### config.mk
export PLATFORM = sky130hd
export DESIGN_NAME = uart_sample_assembler_flat
export DESIGN_NICKNAME = d
export VERILOG_FILES = /design/src/rtl/uart_fir_pkg.sv /design/src/rtl/uart_sample_assembler_if.sv /design/src/rtl/sync_fifo.sv /design/src/rtl/uart_sample_assembler.sv /design/src/flat_wrapper.sv
export SDC_FILE = /design/constraint.sdc
export NUM_CORES = 1
export LEC_CHECK = 0
export BUFFER_PORTS_ARGS = -buffer_cell sky130_fd_sc_hd__clkbuf_2
export CAP_MARGIN = 20
export CORE_MARGIN = 2
export CORE_UTILIZATION = 39
export DETAILED_ROUTE_END_ITERATION = 8
export GPL_ROUTABILITY_DRIVEN = 1
export MAX_ROUTING_LAYER = met4
export PLACE_DENSITY = 0.56
export SETUP_SLACK_MARGIN = 0.1
export SLEW_MARGIN = 20
export SYNTH_ARGS = -nofsm -noshare
export SYNTH_HDL_FRONTEND = slang
export SYNTH_SLANG_ARGS = --single-unit
### constraint.sdc
create_clock -name i_clk -period 7.05 [get_ports i_clk]
set_clock_uncertainty 0.2 [all_clocks]
set_input_delay 1.41 -clock i_clk [delete_from_list [all_inputs] [get_ports i_clk]]
set_output_delay 1.41 -clock i_clk [all_outputs]
set_load 0.005 [all_outputs]
### src/rtl/uart_fir_pkg.sv
`default_nettype none
// ============================================================================
//  Module      : uart_fir_pkg
//  Description : Shared constants and types for the UART-to-FIR datapath.
//                Holds the sample width, FIFO depth and the inter-byte
//                timeout derived from the UART bit period.
//  Revision    : 1.0 - initial release
// ============================================================================
package uart_fir_pkg;

  localparam int FIR_DATA_WIDTH   = 16;
  localparam int FIR_FIFO_DEPTH   = 4;
  localparam int CLKS_PER_BIT     = 1250;
  // Ten bit periods: one full UART character time of silence.
  localparam int FIR_TIMEOUT_CLKS = 10 * CLKS_PER_BIT;

  typedef logic signed [FIR_DATA_WIDTH-1:0] sample_t;

endpackage : uart_fir_pkg
`default_nettype wire

### src/rtl/uart_sample_assembler_if.sv
`default_nettype none
// ============================================================================
//  Module      : uart_sample_assembler_if
//  Description : Byte-in / sample-out bundle of the sample assembler.
//                  i_rxdatval     byte strobe from the UART receiver
//                  i_rxbyte       received byte
//                  o_sample       FIFO head sample (first-word fall-through)
//                  o_sample_valid FIFO not empty
//                  i_sample_ready consumer accepts the head sample
//                Names carry the direction as seen from the assembler.
//                  master : upstream receiver + downstream consumer side
//                  slave  : the assembler itself
//  Revision    : 1.0 - initial release
// ============================================================================
interface uart_sample_assembler_if
  import uart_fir_pkg::*;
#(
  parameter int DATA_WIDTH = FIR_DATA_WIDTH
) ();

  logic                         i_rxdatval;
  logic [7:0]                   i_rxbyte;
  logic signed [DATA_WIDTH-1:0] o_sample;
  logic                         o_sample_valid;
  logic                         i_sample_ready;

  modport master (
    output i_rxdatval,
    output i_rxbyte,
    output i_sample_ready,
    input  o_sample,
    input  o_sample_valid
  );

  modport slave (
    input  i_rxdatval,
    input  i_rxbyte,
    input  i_sample_ready,
    output o_sample,
    output o_sample_valid
  );

endinterface : uart_sample_assembler_if
`default_nettype wire

### src/rtl/sync_fifo.sv
`default_nettype none
// ============================================================================
//  Module      : sync_fifo
//  Description : Single-clock first-word-fall-through FIFO.
//                  i_clk, i_rst_n  clock, synchronous active-low reset
//                  i_wr_en/i_wr_data  push request and data
//                  i_rd_en            pop request (ignored when empty)
//                  o_rd_data          head entry, valid while !o_empty
//                  o_full/o_empty/o_count  occupancy status
//                A push while full is accepted only if a pop happens in the
//                same cycle. DEPTH must be a power of two, at least 2.
//  Revision    : 1.0 - initial release
// ============================================================================
module sync_fifo
  import uart_fir_pkg::*;
#(
  parameter int WIDTH = FIR_DATA_WIDTH,
  parameter int DEPTH = FIR_FIFO_DEPTH
) (
  input  logic                     i_clk,
  input  logic                     i_rst_n,
  input  logic                     i_wr_en,
  input  logic [WIDTH-1:0]         i_wr_data,
  input  logic                     i_rd_en,
  output logic [WIDTH-1:0]         o_rd_data,
  output logic                     o_full,
  output logic                     o_empty,
  output logic [$clog2(DEPTH):0]   o_count
);

  localparam int c_aw = $clog2(DEPTH);
  localparam int c_cw = $clog2(DEPTH) + 1;

  logic [WIDTH-1:0] r_mem [DEPTH];
  logic [c_aw-1:0]  r_wr_ptr;
  logic [c_aw-1:0]  r_rd_ptr;
  logic [c_cw-1:0]  r_count;

  logic w_full;
  logic w_empty;
  logic w_do_rd;
  logic w_do_wr;

  assign w_full  = (r_count == c_cw'(DEPTH));
  assign w_empty = (r_count == '0);
  assign w_do_rd = i_rd_en && !w_empty;
  // A simultaneous pop frees the slot the push needs.
  assign w_do_wr = i_wr_en && (!w_full || w_do_rd);

  always_ff @(posedge i_clk) begin
    if (!i_rst_n) begin
      r_wr_ptr <= '0;
      r_rd_ptr <= '0;
      r_count  <= '0;
      // Storage is cleared so the head output reads 0 out of reset.
      for (int i = 0; i < DEPTH; i++) begin
        r_mem[i] <= '0;
      end
    end else begin
      if (w_do_wr) begin
        r_mem[r_wr_ptr] <= i_wr_data;
        r_wr_ptr        <= r_wr_ptr + c_aw'(1);
      end
      if (w_do_rd) begin
        r_rd_ptr <= r_rd_ptr + c_aw'(1);
      end
      case ({w_do_wr, w_do_rd})
        2'b10:   r_count <= r_count + c_cw'(1);
        2'b01:   r_count <= r_count - c_cw'(1);
        default: r_count <= r_count;
      endcase
    end
  end

  assign o_rd_data = r_mem[r_rd_ptr];
  assign o_full    = w_full;
  assign o_empty   = w_empty;
  assign o_count   = r_count;

endmodule : sync_fifo
`default_nettype wire

### src/rtl/uart_sample_assembler.sv
`default_nettype none
// ============================================================================
//  Module      : uart_sample_assembler
//  Description : Packs little-endian UART bytes into signed samples, buffers
//                them in a FWFT FIFO and hands them to the FIR core on a
//                valid/ready handshake. A partial sample left idle for
//                TIMEOUT_CLKS clocks is discarded with a frame-error pulse.
//                  i_clk, i_rst_n  clock, synchronous active-low reset
//                  bus (slave)     byte input and sample handshake
//                  o_fill          FIFO occupancy
//                  o_overflow      sticky: a completed sample was dropped
//                  o_frame_err     one-cycle pulse on timeout discard
//  Revision    : 1.0 - initial release
// ============================================================================
module uart_sample_assembler
  import uart_fir_pkg::*;
#(
  parameter int DATA_WIDTH       = FIR_DATA_WIDTH,
  parameter int BYTES_PER_SAMPLE = DATA_WIDTH / 8,
  parameter int FIFO_DEPTH       = FIR_FIFO_DEPTH,
  parameter int TIMEOUT_CLKS     = FIR_TIMEOUT_CLKS
) (
  input  logic                        i_clk,
  input  logic                        i_rst_n,
  uart_sample_assembler_if.slave      bus,
  output logic [$clog2(FIFO_DEPTH):0] o_fill,
  output logic                        o_overflow,
  output logic                        o_frame_err
);

  localparam int c_idx_w = (BYTES_PER_SAMPLE > 1) ? $clog2(BYTES_PER_SAMPLE) : 1;
  localparam int c_tmo_w = $clog2(TIMEOUT_CLKS + 1);
  localparam logic [c_idx_w-1:0] c_last_idx = c_idx_w'(BYTES_PER_SAMPLE - 1);
  localparam logic [c_tmo_w-1:0] c_tmo_last = c_tmo_w'(TIMEOUT_CLKS - 1);

  logic [c_idx_w-1:0]    r_byte_idx;
  logic [DATA_WIDTH-1:0] r_asm;
  logic [c_tmo_w-1:0]    r_tmo_cnt;
  logic                  r_overflow;
  logic                  r_frame_err;

  logic                  w_last_byte;
  logic                  w_push;
  logic                  w_pop;
  logic                  w_full;
  logic                  w_empty;
  logic [DATA_WIDTH-1:0] w_word;
  logic [DATA_WIDTH-1:0] w_head;

  assign w_last_byte = (r_byte_idx == c_last_idx);
  assign w_push      = bus.i_rxdatval && w_last_byte;
  assign w_pop       = !w_empty && bus.i_sample_ready;

  // Completed word: the byte arriving now lands in the top lane, the lower
  // lanes come from the assembly register.
  always_comb begin
    w_word                    = r_asm;
    w_word[DATA_WIDTH-8 +: 8] = bus.i_rxbyte;
  end

  always_ff @(posedge i_clk) begin
    if (!i_rst_n) begin
      r_byte_idx  <= '0;
      r_asm       <= '0;
      r_tmo_cnt   <= '0;
      r_overflow  <= 1'b0;
      r_frame_err <= 1'b0;
    end else begin
      r_frame_err <= 1'b0;

      if (bus.i_rxdatval) begin
        // An accepted byte wins over a timeout expiring in the same cycle.
        r_tmo_cnt <= '0;
        for (int b = 0; b < BYTES_PER_SAMPLE; b++) begin
          if (r_byte_idx == c_idx_w'(b)) begin
            r_asm[8*b +: 8] <= bus.i_rxbyte;
          end
        end
        r_byte_idx <= w_last_byte ? '0 : r_byte_idx + c_idx_w'(1);
      end else if (r_byte_idx != '0) begin
        if (r_tmo_cnt == c_tmo_last) begin
          r_byte_idx  <= '0;
          r_tmo_cnt   <= '0;
          r_frame_err <= 1'b1;
        end else begin
          r_tmo_cnt <= r_tmo_cnt + c_tmo_w'(1);
        end
      end

      // Dropped only when no slot is freed by a concurrent pop.
      if (w_push && w_full && !w_pop) begin
        r_overflow <= 1'b1;
      end
    end
  end

  sync_fifo #(
    .WIDTH (DATA_WIDTH),
    .DEPTH (FIFO_DEPTH)
  ) u_fifo (
    .i_clk     (i_clk),
    .i_rst_n   (i_rst_n),
    .i_wr_en   (w_push),
    .i_wr_data (w_word),
    .i_rd_en   (bus.i_sample_ready),
    .o_rd_data (w_head),
    .o_full    (w_full),
    .o_empty   (w_empty),
    .o_count   (o_fill)
  );

  assign bus.o_sample       = w_head;
  assign bus.o_sample_valid = !w_empty;
  assign o_overflow         = r_overflow;
  assign o_frame_err        = r_frame_err;

endmodule : uart_sample_assembler
`default_nettype wire

### src/flat_wrapper.sv
// flat-port wrapper written by rule: the top's interface ports become plain ports
module uart_sample_assembler_flat import uart_fir_pkg::*;
#(
  parameter int DATA_WIDTH       = FIR_DATA_WIDTH,
  parameter int BYTES_PER_SAMPLE = DATA_WIDTH / 8,
  parameter int FIFO_DEPTH       = FIR_FIFO_DEPTH,
  parameter int TIMEOUT_CLKS     = FIR_TIMEOUT_CLKS
)
  (i_clk, i_rst_n, o_fill, o_overflow, o_frame_err, bus_i_rxdatval, bus_i_rxbyte, bus_i_sample_ready, bus_o_sample, bus_o_sample_valid);
  uart_sample_assembler_if #(.DATA_WIDTH(DATA_WIDTH)) bus_i ();
  input  logic i_clk;
  input  logic i_rst_n;
  output logic [$clog2(FIFO_DEPTH):0] o_fill;
  output logic o_overflow;
  output logic o_frame_err;
  input wire logic [$bits(bus_i.i_rxdatval)-1:0] bus_i_rxdatval;
  input wire logic [$bits(bus_i.i_rxbyte)-1:0] bus_i_rxbyte;
  input wire logic [$bits(bus_i.i_sample_ready)-1:0] bus_i_sample_ready;
  output wire logic [$bits(bus_i.o_sample)-1:0] bus_o_sample;
  output wire logic [$bits(bus_i.o_sample_valid)-1:0] bus_o_sample_valid;
  assign bus_i.i_rxdatval = bus_i_rxdatval;
  assign bus_i.i_rxbyte = bus_i_rxbyte;
  assign bus_i.i_sample_ready = bus_i_sample_ready;
  assign bus_o_sample = bus_i.o_sample;
  assign bus_o_sample_valid = bus_i.o_sample_valid;
  uart_sample_assembler #(.DATA_WIDTH(DATA_WIDTH), .BYTES_PER_SAMPLE(BYTES_PER_SAMPLE), .FIFO_DEPTH(FIFO_DEPTH), .TIMEOUT_CLKS(TIMEOUT_CLKS)) u_core (.i_clk(i_clk), .i_rst_n(i_rst_n), .bus(bus_i), .o_fill(o_fill), .o_overflow(o_overflow), .o_frame_err(o_frame_err));
endmodule
==> key figures <==
Yosys
  • Adder-cell area share of the yosys netlist: around 1.1%
  • Main combinational cell family by area after synthesis: simple AND/OR/NAND/NOR gates
  • Yosys warns: 0
  • Synth Flop Type: edfxtp_1
  • Synth Area in XOR/XNOR: 3.302%
  • Mux contribution to synthesized area: ~8.5%
  • Register bit total from synthesis: 98
  • FFs w/ async S/R, synth: 0%
  • Post-synth net total: 347
  • Syn_area_per_cell: 12.78 um^2
  • Netlist Area Pre-Place: 0.004244 mm^2
  • Mapped Cells: 332
  • Synth cell types: 39
  • Post-synth EDFFs: 64
  • Post-Synth Simple-Gate Area: between 20% and 30%
  • Synth Area in Compound Gates: roughly 3.3%
  • Seq/Total Area, Yosys: 61.32%

Die
  • Core box area: 0.01075 mm^2
  • I/O pin count: 34
  • Die area: 0.01173 mm^2
  • Starting density of the core: 39.50%
  • Cell Rows: 38
  • Die X: roughly 110 um
  • Die height: 108.3 um

Clock network
  • Skew-Pair Late Insertion Delay: between 0.3 and 0.4 ns
  • Postcts setup bufs: 0
  • CTS Buffer Depth: 2
  • Cts repair resizes: 0
  • Clk slew on worst S/H paths: 0.10 ns
  • Hold-fix buffers, CTS: 0
  • CTS tree: built
  • Clock root buffer master: clkbuf_8
  • Num CTS Buffers: 9
  • H-Tree Depth: 3
  • # clock sinks: 98

Timing
  • Slew headroom: 43.39%
  • Setup TNS: 0 ns
  • Unrepaired setup endpoints after global routing: no
  • Fmax: about 290 MHz
  • Hold Violations, Final: 0
  • Setup-failing EPs final: 0
  • Final Max Tran Viols: 0
  • Slew @ Worst Pin: 0.8479 ns
  • Final worst-path cycle share: 48.81%
  • Post-layout min period: approximately 3.4 ns

Global routing
  • Overflow left after global routing: 0
  • Tot GR Track Use: ~16%
  • First-pass GRT wire length: 13510 um
  • Number of global-route vias before repair: 2548
  • Pin count of the biggest net entering global routing: 21
  • Initial antenna violation count: 0

Worst setup path
  • Critical Path RT: between 5 and 6 ns
  • Reg2reg setup slack: roughly 4.4 ns
  • Worst Path Class, Setup: flip-flop to primary output
  • CP Data Arrival Time: approximately 1.8 ns
  • R2R depth: 8
  • RR Startpoint: u_core.u_fifo.o_count[0]
  • Critical path fanouts, max: 16
  • Worst Setup Start Kind: flip-flop
  • Worst setup EP type: primary output
  • Reg-to-Reg End: u_core.u_fifo.o_count[2]

Power
  • Seq pwr share: 54.4%
  • Worst-case vdd ir drop: around 0.10 mV
  • Net load switching power: between 0.3 and 0.4 mW
  • Pwr Density: 252.0 mW/mm^2
  • Sw Ratio: 25.95%
  • Clock Power Share: 31.5%
  • Leak: 1.730 nW
  • Combinational power share: between 10% and 20%
  • Pwr Total: 1.209 mW
  • Internal: 0.8953 mW

Hold path
  • Worst Hold Class: flip-flop to flip-flop
  • HP Start: u_core.o_overflow
  • Hold Path Depth: 2
  • Worst Hold End: u_core.o_overflow

Run
  • Max-Cap Viols: 0

Drt
  • Via count: 2571
  • DRC: 0
  • Routed Wire Length: just over 8000 um
  • Final ANT Viol Nets: 0
  • DR iter-0 viols: 97
  • 1st-pass router iterations: 4
  • Vias per cell: approximately 5
  • Drt wl/cell: approximately 16 um

Status
  • Status: completed

Place
  • I/O Buffers: 33
  • GPL Wtd Cong: 0.8051
  • DP HPWL: 5313 um

Finish
  • Area Growth Syn to Fin: 13.03%
  • N_diodes: 0
  • Nets: roughly 390
  • Fraction of layout cells with a size suffix above 1: 21.60%
-- worst max-delay path by stage --
stage / start / endpoint / slack (ns) / cells past startpoint
after floorplan: bus_i_rxdatval / u_core.u_fifo.r_mem[1][0] / 3.42 / 3
after global placement: bus_i_sample_ready / u_core.u_fifo.o_count[2] / 3.40 / 9
after detailed placement: bus_i_sample_ready / u_core.u_fifo.o_count[2] / 3.32 / 9
after CTS: flip-flop / bus_o_sample[0] / 3.55 / 2
after global routing: flip-flop / bus_o_sample[0] / 3.53 / 2
final: flip-flop / bus_o_sample[0] / 3.61 / 2
-- layout by cell type (no fill, tap or decap), types with 3 or more instances in the layout --
cell type,count
xnor2_1,9
clkbuf_8,9
inv_1,7
mux4_2,16
dfxtp_1,34
or3_1,4
nor2_1,24
a31oi_1,4
xor2_1,7
nor3_1,6
and2_1,64
nand2b_1,3
nand3_1,8
o21ai_1,3
a21oi_1,12
o21ai_0,3
nand4_1,4
nand2_1,26
clkbuf_2,33
buf_4,7
edfxtp_1,64
-- power groups by stage --
stage | clock, mW | sequential (mW) | combinational (mW)
2_1_floorplan | 0 | 0.664 | 0.118
3_3_place_gp | 0 | 0.671 | 0.173
3_5_place_dp | 0 | 0.672 | 0.174
4_1_cts | 0.391 | 0.659 | 0.175
5_1_grt | 0.415 | 0.662 | 0.192
6_report | 0.381 | 0.658 | 0.170
-- registers in the layout, indices dropped and copies added, names as in the netlist, named ones only --
signal	count
u_core.r_tmo_cnt	14
u_core.u_fifo.r_wr_ptr	2
u_core.u_fifo.r_rd_ptr	2
u_core.o_frame_err	1
u_core.u_fifo.o_count	3
u_core.u_fifo.r_mem	64
u_core.r_byte_idx	1
u_core.o_overflow	1
u_core.r_asm	8
-- routing by layer --
metal	up-vias	global-route usage [%]	share of wire, %
met2	55	24.39	48
met5	-	-	0
li1	1252	-	-
met1	1252	20.88	46
met3	12	3.556	4.6
met4	0	6.136	1.5
-- synth_stat cells (2+ instances only) --
master,n,area [um^2]
nand3_1,8,40.04
o21ai_0,6,30.03
ha_1,2,25.02
xor2_1,7,61.31
nor3_1,6,30.03
nand4_1,4,25.02
edfxtp_1,64,1922
or3_1,4,25.02
inv_1,7,26.28
dfxtp_1,34,680.7
and2_1,64,400.4
nand2b_1,3,18.77
a21oi_1,12,60.06
mux4_2,16,360.4
buf_1,2,7.510
nand2_1,26,97.59
nor2_1,24,90.09
xnor2_1,9,78.83
clkbuf_1,10,37.54
nor4_1,2,12.51
a31oi_1,4,25.02
-- metrics by stage --
| stage | hold WS [ns] | instance area (um^2) | cells | util [%] | setup WS [ns] |
|---|---|---|---|---|---|
| floorplan | 0.2512 | 4244 | 332 | - | 3.424 |
| global placement | 0.2594 | 4579 | 498 | 42.62 | 3.400 |
| detailed placement | 0.2663 | 4579 | 498 | 42.62 | 3.321 |
| CTS | 0.2937 | 4790 | 514 | 44.57 | 3.548 |
| global route | 0.3198 | 4797 | 515 | 44.64 | 3.526 |
| finish | 0.2950 | 4797 | 515 | 44.64 | 3.609 |
-- cell families after synthesis --
logic type,count (synthesis)
buffers and inverters,21
flip-flops,98
AO/OA/AOI/OAI,25
multiplexers,16
AND/OR/NAND/NOR,153
XOR/XNOR,16
adder cells (fa/ha/maj),3
-- worst max-delay path: stages (launching register included) --
cell and delay, ns:
dfxtp_1 0.89, mux4_2 0.45, clkbuf_2 0.13
-- area by class of cell --
| type | count | area (um^2) |
|---|---|---|
| Timing Repair Buffer | 40 | 217.7 |
| Clock inverter | 7 | 86.33 |
| Sequential cell | 98 | 2603 |
| Multi-Input combinational cell | 213 | 1562 |
| Clock buffer | 9 | 123.9 |
| Inverter | 8 | 30.03 |
| Tap cell | 140 | 175.2 |
| Fill cell | 1041 | 5948 |
No activity file was read; power rests on OpenSTA's default activity.
